===== src/rtl/frame_buffer_scheduler_if.sv =====
// SDRAM controller burst interface: command/address out, per-beat handshakes back.
interface frame_buffer_scheduler_if;
  logic [1:0]  command;
  logic [21:0] data_address;
  logic        data_read_valid;
  logic        data_write_done;

  modport master (
    output command,
    output data_address,
    input  data_read_valid,
    input  data_write_done
  );

  modport slave (
    input  command,
    input  data_address,
    output data_read_valid,
    output data_write_done
  );
endinterface


===== src/rtl/frame_buffer_scheduler.sv =====
// Triple-buffered frame scheduler: arbitrates camera write bursts and display read
// bursts to the SDRAM controller and rotates the three frame buffers.
//
// state    | meaning
// ST_IDLE  | command=0; apply pending frame_start/vsync, pick the next burst
// ST_WRITE | command=1; one write burst from the camera FIFO
// ST_READ  | command=2; one read burst into the display FIFO
module frame_buffer_scheduler #(
  parameter int          VIDEO_END        = 153600,
  parameter int          BURST_LENGTH     = 8,
  parameter logic [21:0] BUFFER_STRIDE    = 22'h080000,
  parameter int          LEVEL_WIDTH      = 8,
  parameter int          READ_FIFO_DEPTH  = 255,
  parameter int          MAX_WRITE_STREAK = 4
) (
  input  logic                   clk,
  input  logic                   reset_n,
  input  logic [LEVEL_WIDTH-1:0] write_level,
  output logic                   write_pop,
  input  logic [LEVEL_WIDTH-1:0] read_used,
  output logic                   read_push,
  input  logic                   frame_start,
  input  logic                   display_vsync,
  frame_buffer_scheduler_if.master sdram,
  output logic [1:0]             read_buffer,
  output logic                   frame_dropped
);

  localparam int AW       = 22;
  localparam int LW1      = LEVEL_WIDTH + 1;
  localparam int BEAT_W   = $clog2(BURST_LENGTH + 1);
  localparam int STREAK_W = $clog2(MAX_WRITE_STREAK + 1);

  localparam logic [AW-1:0]          OFF_BURST  = AW'(BURST_LENGTH);
  localparam logic [AW-1:0]          OFF_END    = AW'(VIDEO_END);
  localparam logic [LEVEL_WIDTH-1:0] LVL_BURST  = LEVEL_WIDTH'(BURST_LENGTH);
  localparam logic [LW1-1:0]         RD_BURST   = LW1'(BURST_LENGTH);
  localparam logic [LW1-1:0]         RD_DEPTH   = LW1'(READ_FIFO_DEPTH);
  localparam logic [BEAT_W-1:0]      BEAT_LOAD  = BEAT_W'(BURST_LENGTH - 1);
  localparam logic [STREAK_W-1:0]    STREAK_MAX = STREAK_W'(MAX_WRITE_STREAK);
  localparam logic [AW-1:0]          BASE_1     = BUFFER_STRIDE;
  localparam logic [AW-1:0]          BASE_2     = BUFFER_STRIDE + BUFFER_STRIDE;

  typedef enum logic [1:0] {
    ST_IDLE  = 2'd0,
    ST_WRITE = 2'd1,
    ST_READ  = 2'd2
  } state_t;

  state_t              state;
  logic [AW-1:0]       addr_q;
  logic [AW-1:0]       write_offset;
  logic [AW-1:0]       read_offset;
  logic [1:0]          write_buf;
  logic [1:0]          read_buf;
  logic [1:0]          latest;
  logic                latest_valid;
  logic [STREAK_W-1:0] streak;
  logic [BEAT_W-1:0]   beats_left;
  logic                fs_pend;
  logic                vs_pend;

  logic          fs_eff;
  logic          vs_eff;
  logic [AW-1:0] wr_off_adj;
  logic [AW-1:0] rd_off_adj;
  logic [1:0]    rd_buf_adj;
  logic          drop_now;
  logic          wr_elig;
  logic          rd_elig;
  logic          grant_read;
  logic          grant_write;
  logic [AW-1:0] wr_off_next;
  logic [AW-1:0] rd_off_next;

  function automatic logic [AW-1:0] buf_base(input logic [1:0] idx);
    case (idx)
      2'd1:    return BASE_1;
      2'd2:    return BASE_2;
      default: return '0;
    endcase
  endfunction

  // Values as they stand after the IDLE cycle applies any pending frame events,
  // so a burst granted in the same cycle already uses the new buffer/offset.
  always_comb begin
    fs_eff      = fs_pend | frame_start;
    vs_eff      = vs_pend | display_vsync;
    wr_off_adj  = write_offset;
    drop_now    = 1'b0;
    if (fs_eff && (write_offset != '0)) begin
      wr_off_adj = '0;
      drop_now   = 1'b1;
    end
    rd_off_adj  = vs_eff ? '0 : read_offset;
    rd_buf_adj  = (vs_eff && latest_valid) ? latest : read_buf;
    wr_elig     = (write_level >= LVL_BURST);
    rd_elig     = latest_valid && (({1'b0, read_used} + RD_BURST) <= RD_DEPTH);
    grant_read  = rd_elig && (!wr_elig || (streak >= STREAK_MAX));
    grant_write = wr_elig && !grant_read;
    wr_off_next = write_offset + OFF_BURST;
    rd_off_next = read_offset + OFF_BURST;
  end

  assign sdram.command      = state;
  assign sdram.data_address = addr_q;
  assign write_pop          = (state == ST_WRITE) && sdram.data_write_done;
  assign read_push          = (state == ST_READ) && sdram.data_read_valid;
  assign read_buffer        = read_buf;

  always_ff @(posedge clk or negedge reset_n) begin
    if (!reset_n) begin
      state         <= ST_IDLE;
      addr_q        <= '0;
      write_offset  <= '0;
      read_offset   <= '0;
      write_buf     <= 2'd0;
      read_buf      <= 2'd1;
      latest        <= 2'd0;
      latest_valid  <= 1'b0;
      streak        <= '0;
      beats_left    <= '0;
      fs_pend       <= 1'b0;
      vs_pend       <= 1'b0;
      frame_dropped <= 1'b0;
    end else begin
      frame_dropped <= 1'b0;
      fs_pend       <= (state == ST_IDLE) ? 1'b0 : (fs_pend | frame_start);
      vs_pend       <= (state == ST_IDLE) ? 1'b0 : (vs_pend | display_vsync);
      case (state)
        ST_IDLE: begin
          write_offset  <= wr_off_adj;
          read_offset   <= rd_off_adj;
          read_buf      <= rd_buf_adj;
          frame_dropped <= drop_now;
          beats_left    <= BEAT_LOAD;
          if (grant_read) begin
            state  <= ST_READ;
            streak <= '0;
            addr_q <= buf_base(rd_buf_adj) + rd_off_adj;
          end else if (grant_write) begin
            state  <= ST_WRITE;
            if (streak != STREAK_MAX) streak <= streak + 1'b1;
            addr_q <= buf_base(write_buf) + wr_off_adj;
          end else begin
            addr_q <= '0;
          end
        end
        ST_WRITE: begin
          if (sdram.data_write_done) begin
            if (beats_left == '0) begin
              state  <= ST_IDLE;
              addr_q <= '0;
              if (wr_off_next == OFF_END) begin
                // Finished frame becomes newest; write moves to the one buffer
                // that is neither being displayed nor the newest.
                write_offset <= '0;
                latest       <= write_buf;
                latest_valid <= 1'b1;
                write_buf    <= 2'd3 - read_buf - write_buf;
              end else begin
                write_offset <= wr_off_next;
              end
            end else begin
              beats_left <= beats_left - 1'b1;
            end
          end
        end
        ST_READ: begin
          if (sdram.data_read_valid) begin
            if (beats_left == '0) begin
              state       <= ST_IDLE;
              addr_q      <= '0;
              read_offset <= (rd_off_next == OFF_END) ? '0 : rd_off_next;
            end else begin
              beats_left <= beats_left - 1'b1;
            end
          end
        end
        default: begin
          state  <= ST_IDLE;
          addr_q <= '0;
        end
      endcase
    end
  end

endmodule


===== src/flat_wrapper.sv =====
// flat-port wrapper written by rule: the top's interface ports become plain ports
module frame_buffer_scheduler_flat 
#(
  parameter int          VIDEO_END        = 153600,
  parameter int          BURST_LENGTH     = 8,
  parameter logic [21:0] BUFFER_STRIDE    = 22'h080000,
  parameter int          LEVEL_WIDTH      = 8,
  parameter int          READ_FIFO_DEPTH  = 255,
  parameter int          MAX_WRITE_STREAK = 4
)
  (clk, reset_n, write_level, write_pop, read_used, read_push, frame_start, display_vsync, read_buffer, frame_dropped, sdram_command, sdram_data_address, sdram_data_read_valid, sdram_data_write_done);
  frame_buffer_scheduler_if sdram_i ();
  input  logic clk;
  input  logic reset_n;
  input  logic [LEVEL_WIDTH-1:0] write_level;
  output logic write_pop;
  input  logic [LEVEL_WIDTH-1:0] read_used;
  output logic read_push;
  input  logic frame_start;
  input  logic display_vsync;
  output logic [1:0] read_buffer;
  output logic frame_dropped;
  output wire logic [$bits(sdram_i.command)-1:0] sdram_command;
  output wire logic [$bits(sdram_i.data_address)-1:0] sdram_data_address;
  input wire logic [$bits(sdram_i.data_read_valid)-1:0] sdram_data_read_valid;
  input wire logic [$bits(sdram_i.data_write_done)-1:0] sdram_data_write_done;
  assign sdram_command = sdram_i.command;
  assign sdram_data_address = sdram_i.data_address;
  assign sdram_i.data_read_valid = sdram_data_read_valid;
  assign sdram_i.data_write_done = sdram_data_write_done;
  frame_buffer_scheduler #(.VIDEO_END(VIDEO_END), .BURST_LENGTH(BURST_LENGTH), .BUFFER_STRIDE(BUFFER_STRIDE), .LEVEL_WIDTH(LEVEL_WIDTH), .READ_FIFO_DEPTH(READ_FIFO_DEPTH), .MAX_WRITE_STREAK(MAX_WRITE_STREAK)) u_core (.clk(clk), .reset_n(reset_n), .write_level(write_level), .write_pop(write_pop), .read_used(read_used), .read_push(read_push), .frame_start(frame_start), .display_vsync(display_vsync), .sdram(sdram_i), .read_buffer(read_buffer), .frame_dropped(frame_dropped));
endmodule

===== config.mk =====
export PLATFORM = sky130hd
export DESIGN_NAME = frame_buffer_scheduler_flat
export DESIGN_NICKNAME = d
export VERILOG_FILES = /design/src/rtl/frame_buffer_scheduler_if.sv /design/src/rtl/frame_buffer_scheduler.sv /design/src/flat_wrapper.sv
export SDC_FILE = /design/constraint.sdc
export NUM_CORES = 1
export LEC_CHECK = 0
export ABC_AREA = 1
export CORE_AREA = 10 10 157 101
export CTS_BUF_LIST = sky130_fd_sc_hd__clkbuf_8
export CTS_CLUSTER_SIZE = 10
export DETAILED_ROUTE_END_ITERATION = 16
export DIE_AREA = 0 0 167 111
export HOLD_SLACK_MARGIN = 0.05
export PLACE_DENSITY = 0.73
export RECOVER_POWER = 25
export SLEW_MARGIN = 20
export SYNTH_ARGS = -nofsm -noshare
export SYNTH_HDL_FRONTEND = slang
export SYNTH_SLANG_ARGS = --single-unit

===== constraint.sdc =====
create_clock -name clk -period 6.5 [get_ports clk]
set_clock_uncertainty 0.15 [all_clocks]
set_input_delay 1.3 -clock clk [delete_from_list [all_inputs] [get_ports clk]]
set_output_delay 1.3 -clock clk [all_outputs]
set_load 0.01 [all_outputs]

==> impl_metrics.py <==
metrics = {
    "sta": {
        "max_freq_mhz": 204,
        "worst_pin_slew_ns": 1.66,
        "final_max_slew_viol_count": 30,
        "layout_min_cycle_time_ns": 4.91,
        "setup_tns_ns": 0,
        "period_share_pct": 75.6,
        "rsz0062_at_grt": "false",
        "slew_headroom_pct": -10.8,
        "setup_viol": 0,
        "hold_viol_final": 0,
    },
    "power": {
        "leakage_nw": 3.09,
        "power_mw": 2.51,
        "p_per_area_mw_per_mm2": 378,
        "peakVddDrop_uv": 182,
    },
    "synth": {
        "seq_area_frac_synth_pct": 36.5,
        "netlist.top_cell.by_area": "dfrtp_1",
        "synth_cells": 887,
        "synth.cell_area_mm2": 0.00583,
        "synth-compound-area-share_pct": 11.4,
        "synth-seq-cells": 85,
        "syn_nets": 925,
        "ys.flop_type": "dfrtp_1",
        "synth_fa_ha_area_share_pct": 3.69,
        "synthTopCellsByArea": "dfrtp_1 (36%), nand2_1 (18%), nor2_1 (7.4%)",
        "synthMuxAreaShare_pct": 0,
        "synthArstFlopShare_pct": 100,
        "synth.avg_cell_area_um2": 6.57,
        "ys_types": 33,
        "synth_top_family_by_area": "simple AND/OR/NAND/NOR gates",
        "synth-xor-area-share_pct": 1.05,
        "synth_edf_count": 0,
        "synth_warnings": 0,
        "synth-simple-area-share_pct": 39.2,
        "yosysTopAreaCellShare_pct": 36.0,
    },
    "setup_path": {
        "crit_path_start": "display_vsync",
        "setup.worst_path.end_class": "flip-flop",
        "path_delay_family": "buffers and inverters",
        "critical_path_depth": 14,
        "cp_max_fo": 26,
        "path_cells": "clkdlybuf4s50_1 > nor2_1 > clkbuf_1 > inv_1 > nand2_1 > o21ai_0 > inv_1 > nor2_1 > ha_1 > fa_1 > xor2_1 > nor3_1 > a21oi_1 > o21ai_1",
        "crit_arrival_ns": 5.06,
        "slowest_stage": "clkbuf_1",
        "start_kind": "primary input",
        "regToRegStartpoint": "u_core.vs_pend",
        "crit_type": "primary input to flip-flop",
        "slowest_delay_ns": 0.93,
        "worst_ep_required_time_ns": 6.65,
        "reg2reg_depth": 13,
        "worst-path-buf-inv": 4,
    },
    "grt": {
        "gr-usage-all-layers_pct": 17.9,
        "grt_pass1_wl_um": 27400,
        "grt_pass1_vias": 5174,
        "antenna_found_initial": 0,
        "grt_max_degree": 58,
        "grt_remaining_overflow": 0,
    },
    "finish": {
        "mostFrequentLayoutCells": "nand2_1 (280), nor2_1 (115), inv_1 (96)",
        "antennaDiodeCount": 0,
        "fin_nets": 960,
        "nFillCells": 1319,
        "syn_to_final_growth_pct": 13.8,
        "final_area_mm2": 0.00664,
        "stdcell_count": 1102,
        "layout_commonest_cell": "nand2_1",
        "final_layout_size_suffix_gt1_share_pct": 4.53,
    },
    "die": {
        "die_y_um": 111,
        "die_area_mm2": 0.0185,
        "io_pins": 51,
        "core-area_mm2": 0.0132,
        "initial_core_util_pct": 44.3,
        "num_rows": 33,
        "fp.dieW_um": 167,
    },
    "clock_network": {
        "post_cts_buffers": 0,
        "cts_resized": 0,
        "cts_buffers": 9,
        "worstSkewPairLatency_ns": 0.36,
        "cts.sinks": 85,
        "htree_levels": 3,
        "ctsRootBufferMaster": "clkbuf_8",
        "cts_tree": "done",
        "hold_buffers": 0,
        "clk_pin_slew_ns": 0.09,
        "clock_path_buffers": 2,
    },
    "hold_path": {
        "whs_path_depth": 2,
        "min-delay-start": "u_core.latest[1]",
        "hold_path_class": "flip-flop to flip-flop",
    },
    "detailed_routing": {
        "ant_nets": 0,
        "drt-initial-drc-count": 549,
        "first_pass_iters": 6,
        "wl_per_cell_um": 15.4,
        "viasPerCell": 5.39,
        "num_vias": 5936,
        "drc": 0,
        "wirelength_um": 17000,
    },
    "placement": {
        "dp_hpwl_um": 12800,
        "placed_area_mm2": 0.00643,
        "dp.cells": 1086,
        "gp_congestion": 0.984,
        "io_buffers": 47,
    },
    "status": {
        "violations": "max-capacitance violations, max-slew violations",
        "status": "complete, but fails checks",
    },
    "run": {
        "cap_viol_max_count": 1,
    },
}
-- cells by family (layout without fill, tap and decap cells) --
logic type      Yosys count  after routing
fa+ha+maj                16             16
compound gates          122            122
flops                    85             85
xor+xnor                  7              7
simple gates            534            534
buf+inv                 123            163
-- sequential cells by signal, summed over array words and instances, names as in the netlist --
| signal | count |
|---|---|
| u_core.beats_left | 4 |
| u_core.frame_dropped | 1 |
| u_core.fs_pend | 1 |
| u_core.latest | 2 |
| u_core.latest_valid | 1 |
| u_core.read_buffer | 2 |
| u_core.read_offset | 22 |
| u_core.sdram.command | 2 |
| u_core.sdram.data_address | 22 |
| u_core.streak | 3 |
| u_core.vs_pend | 1 |
| u_core.write_buf | 2 |
| u_core.write_offset | 22 |
-- per-stage QoR --
stage	setup WS, ns	util (%)	hold slack [ns]
finish	1.59	50.4	0.327
detailed placement	2.10	48.8	0.307
global route	1.24	50.4	0.343
CTS	2.44	50.4	0.327
floorplan	3.19	-	0.287
global placement	2.19	48.8	0.308
-- worst paths after layout --
check | endpoint | slack (ns)
min | u_core.latest[1] | 0.33
max reg2reg | u_core.sdram.data_address[21] | 2.58
min reg2reg | u_core.latest[1] | 0.33
max | u_core.sdram.data_address[21] | 1.59
max in group asynchronous | u_core.streak[0] | 3.49
min in group asynchronous | u_core.write_offset[9] | 1.20
-- metal layers --
metal  up-vias  wire [um]  global-route usage (%)
li1       2953          -                       -
met1      2723       8700                    28.0
met2       244       6360                    22.5
met3        16       1770                    5.52
met4         0        181                    3.91
met5         -          0                       0
-- worst reg2reg max path: stages (launching register included) --
cell and delay (ns):
dfrtp_1 0.37, nor2_1 0.08, clkbuf_1 0.93, inv_1 0.63, nand2_1 0.29, o21ai_0 0.18
inv_1 0.09, nor2_1 0.04, ha_1 0.22, fa_1 0.39, xor2_1 0.17, nor3_1 0.17
a21oi_1 0.06, o21ai_1 0.09
-- synth_stat cells, drive strengths merged, types with 6 or more instances --
master and number:
a31oi 15, nand4 23, o21ai 70, o22ai 6, a21oi 19, dfrtp 84
ha 14, xor2 6, clkbuf 15, nor3 21, inv 96, buf 11
nand2 284, nand3 74, nor2 127, a22oi 12
-- layout make-up --
type                            instances  area [um2]  area share, %
Clock buffer                           10         138           2.07
Timing Repair Buffer                   50         483           7.28
Multi-Input combinational cell        679        3230           48.7
Tap cell                              175         219           3.30
Inverter                               97         364           5.49
Clock inverter                          6        75.1           1.13
Sequential cell                        85        2130           32.1
-- where the power goes --
| part | internal (mW) | switching, mW | leakage (nW) |
|---|---|---|---|
| Combinational | 0.389 | 0.872 | 1.85 |
| Sequential | 0.676 | 0.158 | 1.12 |
| Clock | 0.222 | 0.191 | 0.121 |
Power figures use the tool's default switching activity.
